--- config.mk ---
export PLATFORM = sky130hd
export DESIGN_NAME = sample_recorder_snare
export DESIGN_NICKNAME = d
export VERILOG_FILES = /design/src/rtl/sample_recorder_snare.sv
export SDC_FILE = /design/constraint.sdc
export NUM_CORES = 1
export LEC_CHECK = 0
export BUFFER_PORTS_ARGS = -buffer_cell sky130_fd_sc_hd__buf_2
export CAP_MARGIN = 20
export CORE_MARGIN = 3
export CORE_UTILIZATION = 52
export DETAILED_ROUTE_END_ITERATION = 12
export GPL_TIMING_DRIVEN = 1
export PLACE_DENSITY = 0.79
export SLEW_MARGIN = 20
export SYNTH_ARGS = -nofsm -noshare
export SYNTH_HDL_FRONTEND = slang
export SYNTH_SLANG_ARGS = --single-unit
--- constraint.sdc ---
create_clock -name clk -period 3.37 [get_ports clk]
set_clock_uncertainty 0.05 [all_clocks]
set_input_delay 0.8425 -clock clk [delete_from_list [all_inputs] [get_ports clk]]
set_output_delay 0.8425 -clock clk [all_outputs]
set_load 0.01 [all_outputs]
--- src/rtl/sample_recorder_snare.sv ---
// Records a stream of audio samples into the snare sample RAM at addresses 0..MAXCOUNT.
// Optional macro TRIG_THRESH_EN: go arms a |sample| >= THRESH trigger before recording starts.
module sample_recorder_snare #(
  parameter logic [14:0]   MAXCOUNT = 15'd16481,
  parameter int            DW       = 16,
  parameter logic [DW-1:0] THRESH   = 16'd2048
) (
  input  logic          clk,
  input  logic          reset,
  input  logic          go,
  input  logic          abort,
  input  logic          sample_valid,
  input  logic [DW-1:0] sample,
  output logic          wr_en,
  output logic [14:0]   wr_addr,
  output logic [DW-1:0] wr_data,
  output logic [14:0]   length,
  output logic          busy,
  output logic          done
);

  typedef enum logic [1:0] {
    S_IDLE   = 2'd0,
    S_ARM    = 2'd1,
    S_RECORD = 2'd2,
    S_DONE   = 2'd3
  } state_t;

`ifdef TRIG_THRESH_EN
  localparam state_t START_STATE = S_ARM;
`else
  localparam state_t START_STATE = S_RECORD;
`endif

  state_t        state_q, state_d;
  logic [14:0]   length_q, length_d;
  logic          wr_en_q, wr_en_d;
  logic [14:0]   wr_addr_q, wr_addr_d;
  logic [DW-1:0] wr_data_q, wr_data_d;

  logic [DW:0]   magnitude;
  logic          above_thresh;
  logic          accept;

  // One extra bit so |-32768| is representable and compares as above threshold.
  always_comb begin
    if (sample[DW-1]) magnitude = {1'b0, ~sample} + {{DW{1'b0}}, 1'b1};
    else              magnitude = {1'b0, sample};
    above_thresh = (magnitude >= {1'b0, THRESH});
  end

  always_comb begin
    state_d   = state_q;
    length_d  = length_q;
    wr_en_d   = 1'b0;
    wr_addr_d = wr_addr_q;
    wr_data_d = wr_data_q;
    accept    = 1'b0;

    if (go) begin
      state_d  = START_STATE;
      length_d = '0;
    end else begin
      case (state_q)
        S_IDLE: ;
        S_ARM: begin
          if (abort) begin
            state_d = S_DONE;
          end else if (sample_valid && above_thresh) begin
            accept  = 1'b1;
            state_d = S_RECORD;
          end
        end
        S_RECORD: begin
          // length_q doubles as the write pointer; past MAXCOUNT the last write is on the bus.
          if (abort) begin
            state_d = S_DONE;
          end else if (length_q > MAXCOUNT) begin
            state_d = S_DONE;
          end else if (sample_valid) begin
            accept = 1'b1;
          end
        end
        S_DONE: ;
        default: state_d = S_IDLE;
      endcase
    end

    if (accept) begin
      wr_en_d   = 1'b1;
      wr_addr_d = length_q;
      wr_data_d = sample;
      length_d  = length_q + 15'd1;
    end
  end

  always_ff @(posedge clk or posedge reset) begin
    if (reset) begin
      state_q   <= S_IDLE;
      length_q  <= '0;
      wr_en_q   <= 1'b0;
      wr_addr_q <= '0;
      wr_data_q <= '0;
    end else begin
      state_q   <= state_d;
      length_q  <= length_d;
      wr_en_q   <= wr_en_d;
      wr_addr_q <= wr_addr_d;
      wr_data_q <= wr_data_d;
    end
  end

  assign wr_en   = wr_en_q;
  assign wr_addr = wr_addr_q;
  assign wr_data = wr_data_q;
  assign length  = length_q;
  assign busy    = (state_q == S_ARM) || (state_q == S_RECORD);
  assign done    = (state_q == S_DONE);

endmodule

**Word level (Yosys, flattened, before mapping)**

Cells that the tools add are included.
W data, S select, Z words.

- Register bits: 49
- Input bits: 21
- Output and inout port bits: 49
- Logic and storage cells: 37

- $add $sub $neg: 2
- Order comparisons: 2
- Equal/unequal tests: 5
- Muxes and demuxes: 17
- Bitwise operators: 1
- Reductions and logical operators: 5

Operator list:

| cell | count |
|---|---|
| $mux W15 | 2 |
| $add A16 B1 Y17 const B | 1 |
| $ge A17 B12 Y1 const B | 1 |
| $mux W17 | 1 |
| $not A16 Y16 | 1 |
| $add A15 B1 Y15 const B | 1 |
| $gt A15 B15 Y1 const B | 1 |
| $mux W2 | 5 |
| $ne A4 B4 Y1 const B | 2 |
| $mux W1 | 7 |
| $eq A2 B2 Y1 const B | 2 |
| $pmux W2 S2 | 1 |
| $reduce_and A3 Y1 | 1 |
| $reduce_bool A3 Y1 | 1 |
| $eq A2 B1 Y1 const B | 1 |
| $pmux W1 S2 | 1 |
| $reduce_bool A2 Y1 | 1 |
| $logic_and A1 B1 Y1 | 1 |
| $logic_or A1 B1 Y1 | 1 |

**Longest topological paths before layout**

- Word-level depth: 10
- Gate-level depth with buffers: 10
- Mapped depth without buffers: 8

**Worst setup path after synthesis**

OpenSTA, ideal clock, no wires.

- Path kind: input to register
- Start: in sample[8]
- End: reg wr_addr_q[10] (netlist: wr_addr[10])
- Setup time: 0.125 ns
- Arrival time: 2.610 ns
- Required time: 3.195 ns
- Path slack: 0.585 ns
- Stages: 8
- Buffers on the path: 2
- Cells stage by stage: nor4_1 -> nand3_1 -> o311a_4 -> o21ai_4 -> or2_1 -> buf_6 -> buf_12 -> mux2_4

- Word-level cells in the longest chain between the ends: 9

RTL lines:

| item | line | source |
|---|---|---|
| start: declaration | 13 | `input logic [DW-1:0] sample,` |
| $not A16 Y16 | 47 | `if (sample[DW-1]) magnitude = {1'b0, ~sample} + {{DW{1'b0}}, 1'b1};` |
| $add A16 B1 Y17 | 47 |  |
| $mux W17 (*) | 47 |  |
| $ge A17 B12 Y1 (*) | 49 | `above_thresh = (magnitude >= {1'b0, THRESH});` |
| $logic_and A1 B1 Y1 (*) | 69 | `end else if (sample_valid && above_thresh) begin` |
| $mux W1 (*) | 69 |  |
| $mux W1 (*) | 67 | `if (abort) begin` |
| $pmux W1 S2 (*) | 64 | `case (state_q)` |
| $mux W1 (*) | 60 | `if (go) begin` |
| end signal: assignment | 108 | `wr_addr_q <= wr_addr_d;` |
| end: declaration | 38 | `logic [14:0] wr_addr_q, wr_addr_d;` |

Mark *: on every way between the ends. The rest lies on a longest branch, timed or not.
A chain may end at the register's enable or synchronous reset.

**Worst setup path in the final report**

- Start: in sample[1]
- End: reg wr_data_q[14] (netlist: wr_data[14])

- Word-level cells in the longest chain between the ends: 9

RTL lines:

| item | line | source |
|---|---|---|
| $not A16 Y16 | 47 |  |
| $add A16 B1 Y17 | 47 |  |
| $mux W17 (*) | 47 |  |
| $ge A17 B12 Y1 (*) | 49 |  |
| $logic_and A1 B1 Y1 (*) | 69 |  |
| $mux W1 (*) | 69 |  |
| $mux W1 (*) | 67 |  |
| $pmux W1 S2 (*) | 64 |  |
| $mux W1 (*) | 60 |  |
| end signal: assignment | 109 | `wr_data_q <= wr_data_d;` |
| end: declaration | 39 | `logic [DW-1:0] wr_data_q, wr_data_d;` |

Marks and branches as above.

==> results.json <==
{
  "grt_util_met3_pct": 4.09,
  "clkTransAtPathRegs_ns": 0.08,
  "crit_fanout": 32,
  "syn_avg_cell_area_um2": 12.7,
  "layout-area-overhead-vs-synth_pct": 18.2,
  "synthDistinctLibCells": 48,
  "first_global_vias": 1682,
  "finalSetupViolCount": 0,
  "finalCritPeriodShare_pct": 86.0,
  "worstSetupEndpointType": "flop",
  "fmax_mhz": 345,
  "die_area_mm2": 0.00574,
  "cts-resized-gates": 0,
  "hold_viol": 0,
  "max_cap_viol_count": 0,
  "clk_latency_ns": 0.30,
  "drive_above_1_share_pct": 43.9,
  "place_congestion": 0.792,
  "die_width_um": 75.8,
  "hp-class": "reg -> reg",
  "wire_per_inst_um": 15.5,
  "start_kind": "input pin",
  "cts_setup_buffers": 0,
  "yosysTopAreaCellShare_pct": 48.4,
  "slew_viol_final": 0,
  "drt-total-wl_um": 5170,
  "drcViolationCount": 0,
  "hpwlAfterDp_um": 3720,
  "synth_cells": 200,
  "die_h_um": 75.8,
  "period_minus_slack_ns": 2.90,
  "ys_warn_count": 0,
  "grt-ovfl-total": 0,
  "drt-initial-drc-count": 99,
  "ys_top_cells_by_area": "dfrtp_1 48%, mux2_4 17%, ha_1 3.0%",
  "cts_made_buffers": 5,
  "antennaDiodeCount": 0,
  "start_util_pct": 55.8,
  "cts_sinks": 49,
  "worstPathRequired_ns": 3.51,
  "vias": 1794,
  "antenna_found_initial": 0,
  "io_pins": 70,
  "fin_setup_tns_ns": 0,
  "synth_seq_cells": 49,
  "status": "finished clean",
  "htreeDepth": 2,
  "rsz0062_at_grt": "no",
  "seq_power_share_pct": 50.4,
  "cts_root_buf": "clkbuf_8",
  "nNetsFinal": 296,
  "irDropWorstVdd_mv": 0.184,
  "p_comb_share_pct": 20.5,
  "relSlewSlack_pct": 43.9,
  "track_usage_pct": 18.5,
  "cts_tree": "done",
  "synth_enable_flop_cells": 0,
  "synth_flop_cell": "dfrtp_1",
  "critPathArrivalTime_ns": 3.04,
  "p_leak_nw": 1.58,
  "top_usage_layer": "met2",
  "grt_pass1_wl_um": 7980,
  "port-buffer-count": 69,
  "syn_area_mm2": 0.00253,
  "p_sw_uw": 357,
  "syn-num-nets": 227,
  "powerDensity_mw_per_mm2": 462,
  "hold_buffers": 0,
  "viasPerCell": 5.37,
  "synthArstFlopShare_pct": 100,
  "tightest_slew_ns": 0.841,
  "finalPower_mw": 1.38,
  "crit_type": "in -> reg",
  "yosysTopAreaCell": "dfrtp_1",
  "switching_share_pct": 25.8,
  "grt_util_met2_pct": 30.0,
  "final_antenna_net_count": 0,
  "grt_max_degree": 50,
  "p_clk_share_pct": 29.1,
  "row_count": 24,
  "seq_area_frac_synth_pct": 48.4,
  "intPower_mw": 1.03,
  "met1_usage_pct": 23.9,
  "cts_max_path_buffers": 2,
  "core_mm2": 0.00453,
  "drt_first_pass_iters": 4
}
==> synthesized netlist by cell type (5+ instances only) <==
cell type  instances
a21oi_1            7
dfrtp_1           49
ha_1               6
inv_1             13
mux2_2             5
mux2_4            29
nand2_1            8
nor2_1            10
nor4_1             5
or4_1              5
==> sequential cells by signal, indices dropped and copies added, names as in the netlist <==
name,cells
wr_data,16
wr_addr,15
length,15
wr_en,1
state_q,2
==> logic make-up (layout without fill, tap and decap cells) <==
family / Yosys count / count (layout) / share of synthesized area, %
AND/OR/NAND/NOR: 54 / 54 / 11.8
flip-flops: 49 / 49 / 48.4
multiplexers: 34 / 34 / 19.4
AO/OA/AOI/OAI: 31 / 31 / 10.2
buffers and inverters: 21 / 90 / 5.53
adder cells (fa/ha/maj): 6 / 6 / 2.96
XOR/XNOR: 5 / 5 / 1.73
==> stage by stage <==
stage	hold slack (ns)	worst slack, ns	std cells	area [um^2]	util, %
2_1_floorplan	0.444	0.585	200	2530	-
3_3_place_gp	0.439	0.212	327	2890	63.7
3_5_place_dp	0.436	0.133	327	2890	63.7
4_1_cts	0.459	0.451	334	2990	66.0
5_1_grt	0.482	0.306	334	2990	66.0
6_report	0.460	0.473	334	2990	66.0
==> worst max-delay path: stages <==
cell and delay (ns):
buf_2 0.11, nor4_1 0.42, nand3_1 0.23, o311a_4 0.45, o21ai_4 0.20, or2_2 0.16, buf_12 0.25, mux2_2 0.37
==> cell usage in the layout (no fill, tap or decap), types with 2 or more instances in the layout <==
cell type / Yosys / final
buf_2: 1 / 69
nand4_1: 2 / 2
ha_1: 6 / 6
a21oi_1: 7 / 7
or3_1: 3 / 3
nor2b_1: 4 / 4
mux2_4: 29 / 29
xor2_1: 4 / 4
mux2_2: 5 / 5
and3_1: 2 / 2
o2111ai_1: 2 / 2
inv_1: 13 / 12
o21bai_1: 2 / 2
o21ai_0: 4 / 4
nor2_1: 10 / 10
nand3_1: 4 / 4
clkbuf_8: 0 / 5
clkinv_2: 0 / 2
o31ai_1: 3 / 3
nor3_1: 3 / 3
nand2_1: 8 / 8
or4_1: 5 / 5
dfrtp_1: 49 / 49
nor4_1: 5 / 5
==> worst paths after layout <==
check | start | endpoint | slack (ns) | cells after the start
min | wr_data[1] | wr_data[1] | 0.46 | 1
max in group asynchronous | reset | wr_addr[4] | 2.14 | 2
min reg2reg | wr_data[1] | wr_data[1] | 0.46 | 1
min in group asynchronous | reset | length[8] | 0.62 | 2
max | sample[1] | wr_data[14] | 0.47 | 8
max reg2reg | state_q[0] | length[14] | 0.77 | 8
==> layout make-up <==
cell class	instances	area, um^2
fillers	337	1540
clock inverters	2	35.0
multi-input cells	130	1170
repair buffers	70	365
well taps	65	81.3
flip-flops and latches	49	1230
inverters	13	50.0
clock buffers	5	68.8
==> power groups by stage <==
stage               sequential (mW)  combinational [mW]  clock, mW
finish                        0.697               0.284      0.402
detailed placement            0.707               0.287          0
global placement              0.702               0.281          0
floorplan                     0.735               0.152          0
global route                  0.706               0.311      0.435
CTS                           0.696               0.288      0.411
==> metal layers <==
layer,up-vias,wire length [um]
met5,-,0
met4,0,85
met3,9,324
met2,68,2490
met1,862,2270
li1,855,-
No activity file was read; power rests on OpenSTA's default activity.
